### config.mk
export PLATFORM = sky130hd
export DESIGN_NAME = up_down_pulse_gen
export DESIGN_NICKNAME = d
export VERILOG_FILES = /design/src/rtl/up_down_pulse_gen_pkg.sv /design/src/rtl/up_down_pulse_gen_debounce_sync.sv /design/src/rtl/up_down_pulse_gen.sv
export SDC_FILE = /design/constraint.sdc
export NUM_CORES = 1
export LEC_CHECK = 0
export ABC_AREA = 1
export CORE_ASPECT_RATIO = 0.5
export CORE_UTILIZATION = 52
export DETAILED_ROUTE_END_ITERATION = 10
export PLACE_DENSITY = 0.68
export SLEW_MARGIN = 20
export SYNTH_ARGS = -nofsm -noshare
export SYNTH_HDL_FRONTEND = slang
export SYNTH_HIERARCHICAL = 1
export SYNTH_SLANG_ARGS = --single-unit
### constraint.sdc
create_clock -name clk -period 4.8 [get_ports clk]
set_clock_uncertainty 0.05 [all_clocks]
set_input_delay 0.96 -clock clk [delete_from_list [all_inputs] [get_ports clk]]
set_output_delay 0.96 -clock clk [all_outputs]
set_load 0.05 [all_outputs]
### src/rtl/up_down_pulse_gen_pkg.sv
// Shared definitions for the up/down step-command generator.
// FSM state encoding and default timing constants.
package up_down_pulse_gen_pkg;

    typedef enum logic [2:0] {
        S_IDLE  = 3'd0,
        S_FIRST = 3'd1,
        S_HOLD  = 3'd2,
        S_STEP  = 3'd3,
        S_LOCK  = 3'd4
    } state_t;

    localparam int DEF_DEBOUNCE_CYCLES = 1_000_000;
    localparam int DEF_REPEAT_DELAY    = 50_000_000;
    localparam int DEF_REPEAT_PERIOD   = 10_000_000;
    localparam int DEF_CNT_W           = 27;

endpackage

### src/rtl/up_down_pulse_gen_debounce_sync.sv
// Two-flop synchroniser followed by a consecutive-cycle debouncer.
// The stable value flips only after DEBOUNCE_CYCLES differing cycles.
module debounce_sync #(
    parameter int DEBOUNCE_CYCLES = 1_000_000,
    parameter int CNT_W           = 27
) (
    input  logic clk,
    input  logic rst,
    input  logic i_raw,
    output logic o_stable
);

    logic [1:0]       r_sync;
    logic             r_stable;
    logic [CNT_W-1:0] r_cnt;
    logic             w_differ;
    logic             w_done;

    assign w_differ = r_sync[1] != r_stable;
    assign w_done   = r_cnt == CNT_W'(DEBOUNCE_CYCLES - 1);
    assign o_stable = r_stable;

    // Bring the raw button into the clock domain.
    always_ff @(posedge clk) begin
        if (rst) begin
            r_sync <= 2'b00;
        end else begin
            r_sync <= {r_sync[0], i_raw};
        end
    end

    // Count consecutive differing cycles; accept the new level when full.
    always_ff @(posedge clk) begin
        if (rst) begin
            r_cnt    <= '0;
            r_stable <= 1'b0;
        end else if (!w_differ) begin
            r_cnt <= '0;
        end else if (w_done) begin
            r_cnt    <= '0;
            r_stable <= r_sync[1];
        end else begin
            r_cnt <= r_cnt + 1'b1;
        end
    end

endmodule

### src/rtl/up_down_pulse_gen.sv
// Step-command generator for the hour/minute up/down counters.
// Debounced buttons drive a first step then timed auto-repeat steps.
module up_down_pulse_gen
    import up_down_pulse_gen_pkg::*;
#(
    parameter int DEBOUNCE_CYCLES = DEF_DEBOUNCE_CYCLES,
    parameter int REPEAT_DELAY    = DEF_REPEAT_DELAY,
    parameter int REPEAT_PERIOD   = DEF_REPEAT_PERIOD,
    parameter int CNT_W           = DEF_CNT_W
) (
    input  logic clk,
    input  logic rst,
    input  logic enable,
    input  logic btn_up,
    input  logic btn_down,
    output logic EN,
    output logic up,
    output logic down
);

    logic             w_up_s;
    logic             w_dn_s;
    logic             w_act;
    logic             w_oth;

    state_t           r_state;
    state_t           w_state_nxt;
    logic             r_dir_up;
    logic             w_dir_up_nxt;
    logic [CNT_W-1:0] r_timer;
    logic [CNT_W-1:0] w_timer_nxt;
    logic             r_en;
    logic             r_up;
    logic             r_down;
    logic             w_en_nxt;
    logic             w_up_nxt;
    logic             w_down_nxt;

    debounce_sync #(
        .DEBOUNCE_CYCLES(DEBOUNCE_CYCLES),
        .CNT_W          (CNT_W)
    ) u_db_up (
        .clk     (clk),
        .rst     (rst),
        .i_raw   (btn_up),
        .o_stable(w_up_s)
    );

    debounce_sync #(
        .DEBOUNCE_CYCLES(DEBOUNCE_CYCLES),
        .CNT_W          (CNT_W)
    ) u_db_dn (
        .clk     (clk),
        .rst     (rst),
        .i_raw   (btn_down),
        .o_stable(w_dn_s)
    );

    assign w_act = r_dir_up ? w_up_s : w_dn_s;
    assign w_oth = r_dir_up ? w_dn_s : w_up_s;

    assign EN   = r_en;
    assign up   = r_up;
    assign down = r_down;

    // State, direction, repeat timer and registered step outputs.
    always_ff @(posedge clk) begin
        if (rst) begin
            r_state  <= S_IDLE;
            r_dir_up <= 1'b0;
            r_timer  <= '0;
            r_en     <= 1'b0;
            r_up     <= 1'b0;
            r_down   <= 1'b0;
        end else begin
            r_state  <= w_state_nxt;
            r_dir_up <= w_dir_up_nxt;
            r_timer  <= w_timer_nxt;
            r_en     <= w_en_nxt;
            r_up     <= w_up_nxt;
            r_down   <= w_down_nxt;
        end
    end

    // Next state and next step command; a step needs the button still held.
    always_comb begin
        w_state_nxt  = r_state;
        w_dir_up_nxt = r_dir_up;
        w_timer_nxt  = r_timer;
        w_en_nxt     = 1'b0;
        w_up_nxt     = 1'b0;
        w_down_nxt   = 1'b0;
        unique case (r_state)
            S_IDLE: begin
                if (w_up_s && w_dn_s) begin
                    w_state_nxt = S_LOCK;
                end else if (enable && (w_up_s ^ w_dn_s)) begin
                    w_state_nxt  = S_FIRST;
                    w_dir_up_nxt = w_up_s;
                end
            end
            S_FIRST, S_HOLD, S_STEP: begin
                if (!enable || !w_act) begin
                    w_state_nxt = S_IDLE;
                end else if (w_oth) begin
                    w_state_nxt = S_LOCK;
                end else if (r_state == S_HOLD) begin
                    if (r_timer == '0) begin
                        w_state_nxt = S_STEP;
                        w_timer_nxt = CNT_W'(REPEAT_PERIOD - 1);
                    end else begin
                        w_timer_nxt = r_timer - 1'b1;
                    end
                end else begin
                    w_en_nxt    = 1'b1;
                    w_up_nxt    = r_dir_up;
                    w_down_nxt  = !r_dir_up;
                    w_state_nxt = S_HOLD;
                    if (r_state == S_FIRST) begin
                        w_timer_nxt = CNT_W'(REPEAT_DELAY - 1);
                    end
                end
            end
            S_LOCK: begin
                if (!w_up_s && !w_dn_s) begin
                    w_state_nxt = S_IDLE;
                end
            end
            default: begin
                w_state_nxt = S_IDLE;
            end
        endcase
    end

endmodule

==> reports/qor.csv <==
stage;metric;value;unit
floorplan;die_area;11000;µm²
route;drc;0;
yosys;syn_area_per_cell;6.24;µm²
route;vias;5249;
cells_and_area;multi_input_area;3090;µm²
yosys;ys_seq_elements;94;
cells_and_area;areaGrowthSynthToFinish;9.11;%
cells_and_area;regArea;1880;µm²
yosys;synthesis.area;5510;µm²
cts;postCtsHoldBufs;0;
cts;root_buffer;clkbuf_16;
cells_and_area;final_common_cell;nand2_1;
route;ant_nets;0;
critical_path;reg2regPathDepth;10;
yosys;seq_area_frac_synth;0.342;
cts;cts_buffers;9;
critical_path;crit_type;input port to flop;
critical_path;required;5.02;ns
critical_path;reg2reg_to;r_timer[11];
critical_path;cp-start-kind;input port;
place;globalplace.congestion;0.957;
cts;cts.repair.resized;0;
yosys;syn-num-nets;894;
timing;worst_pin_slew;0.714;ns
global_routing;grt_max_degree;28;
place;io_buffers;7;
critical_path;cp_max_fo;12;
timing;finalCritPeriodShare;0.556;
critical_path;crit_path_start;enable;
pwr;power_density;280;nW/µm²
cts;cts_tree;done;
cells_and_area;final_util;0.586;
cts;clk_pin_slew;0.07;ns
cts;insertion_delay;0.34;ns
floorplan;die_y;74.8;µm
cts;cts.path.max_buffers;2;
route;dr.pass1.iters;5;
global_routing;grt.total_usage;0.240;
route;drt_iter0_drc;190;
timing;drv_slew;0;
yosys;ys_warn_count;6;
cells_and_area;layout_common_cells;nand2_1 (268), nor2_1 (175), inv_1 (109);
timing;fin_setup_tns;0;ns
global_routing;grt_overflow;0;
critical_path;rrSetupSlack;2.69;ns
floorplan;fp.dieW;148;µm
timing;relSlewSlack;0.523;
yosys;postSynthCellCount;883;
critical_path;arrival;2.89;ns
global_routing;grt_antenna_before_repair;0;
route;totalWireLength;12.7;mm
floorplan;rows;26;
cells_and_area;antenna_cells;0;
job;cap_violations;0;
floorplan;core_area;10200;µm²
route;vias_per_cell;5.06;
critical_path;worstReg2RegStart;u_db_up/o_stable;
timing;setup_viol;0;
cts;htreeDepth;3;
pwr;peakVddDrop;0.207;mV
timing;hold_viol;0;
outcome;outcome;finished, final reports clean;
worst_hold_path;hp-class;flop to flop;
critical_path;crit_end;r_timer[11];
pwr;leakage;2.23;nW
cells_and_area;fillers;991;
floorplan;start_util;0.537;
timing;max_freq;0.375;GHz
cells_and_area;drive_gt1_frac;0.0657;
global_routing;grt_first_pass_wirelength;21.0;mm
cells_and_area;nets;904;
critical_path;end_kind;flop;
timing;rsz0062_at_grt;no;
cts;cts_setup_buffers;0;
yosys;synth_cell_types;29;
floorplan;ioPinCount;8;
place;hpwlAfterDp;9.46;mm
cts;clkSinkCount;94;
global_routing;first_global_vias;4627;
route;wire_per_inst;12.2;µm
pwr;p_total;0.00168;W
timing;period_minus_slack;2.67;ns
==> per-stage QoR <==
| step | setup slack [ns] | hold slack [ns] | area [µm²] | std cells |
|---|---|---|---|---|
| finish | 2.13 | 0.356 | 6010 | 1038 |
| global route | 1.89 | 0.389 | 6010 | 1038 |
| CTS | 2.12 | 0.359 | 6010 | 1038 |
| detailed placement | 1.82 | 0.350 | 5640 | 1022 |
| global placement | 1.83 | 0.352 | 5640 | 1022 |
| floorplan | 2.95 | 0.338 | 5510 | 883 |
==> Yosys cell counts, drive strengths merged <==
master | count | share of area
nand4 | 10 | 0.011
xnor2 | 10 | 0.016
nor2 | 198 | 0.15
nand3b | 8 | 0.011
o21ai | 18 | 0.016
a21oi | 54 | 0.055
nor4 | 2 | 0.0023
buf | 8 | 0.022
a31oi | 2 | 0.0023
ha | 6 | 0.014
nand3 | 65 | 0.062
o211ai | 1 | 0.0014
inv | 109 | 0.074
dfxtp | 94 | 0.34
or2 | 4 | 0.0045
nor3 | 5 | 0.0045
o21bai | 5 | 0.0068
clkbuf | 1 | 0.00068
nand2 | 274 | 0.19
xor2 | 9 | 0.014
==> kinds of logic after synthesis <==
| logic type | synth area share |
|---|---|
| and+or+nand+nor | 0.437 |
| DFF | 0.342 |
| adders and majority gates | 0.0136 |
| xor gates and xnor gates | 0.0302 |
| buffers and inverters | 0.0965 |
| AOI/OAI and AO/OA | 0.0813 |
==> registers in the layout, indices dropped and copies added, names as in the netlist <==
name and cells:
r_state 3, down 1, u_db_dn/r_cnt 27, u_db_dn/r_sync 2, up 1, r_timer 27
u_db_up/r_sync 2, u_db_up/o_stable 1, EN 1, u_db_dn/o_stable 1, r_dir_up 1, u_db_up/r_cnt 27
==> layer usage <==
| layer | up-vias | track usage | wire length [µm] |
|---|---|---|---|
| met5 | - | 0 | 0 |
| met4 | 0 | 0.0756 | 167 |
| met1 | 2347 | 0.298 | 6120 |
| met3 | 16 | 0.0491 | 520 |
| li1 | 2765 | - | - |
| met2 | 121 | 0.427 | 5860 |
==> power breakdown <==
| group | total [W] | leakage, nW | switching (W) | internal, W |
|---|---|---|---|---|
| Combinational | 0.0000186 | 1.29 | 0.0000130 | 0.00000566 |
| Clock | 0.000881 | 0.179 | 0.000305 | 0.000575 |
| Sequential | 0.000783 | 0.758 | 0.00000136 | 0.000782 |
| Total | 0.00168 | 2.23 | 0.000320 | 0.00136 |
==> critical path, cell delays in order <==
cell and delay (ns):
clkdlybuf4s50_1 0.56, nand2_1 0.07, nor2_1 0.15, nand3_1 0.41, nor2_1 0.35, nand2_1 0.11, nand2_1 0.08, nand3_1 0.06
nor2_1 0.13
==> how the worst min path moves through the flow <==
stage | endpoint | startpoint | depth (start not counted) | slack [ns]
finish | u_db_dn/r_sync[1] | u_db_dn/r_sync[0] | 2 | 0.36
global route | u_db_dn/r_sync[1] | u_db_dn/r_sync[0] | 2 | 0.39
CTS | u_db_dn/r_sync[1] | u_db_dn/r_sync[0] | 2 | 0.36
detailed placement | u_db_dn/r_sync[1] | u_db_dn/r_sync[0] | 2 | 0.35
global placement | u_db_dn/r_sync[1] | u_db_dn/r_sync[0] | 2 | 0.35
floorplan | u_db_dn/r_sync[1] | u_db_dn/r_sync[0] | 2 | 0.34
==> cell type report <==
| cell class | instances | share of cell area |
|---|---|---|
| repair buffers | 8 | 0.0129 |
| flip-flops and latches | 94 | 0.313 |
| multi-input cells | 671 | 0.515 |
| clock buffers | 10 | 0.0398 |
| clock inverters | 6 | 0.0221 |
| inverters | 109 | 0.0681 |
| well taps | 140 | 0.0291 |
(Power assumes the default switching activity.)
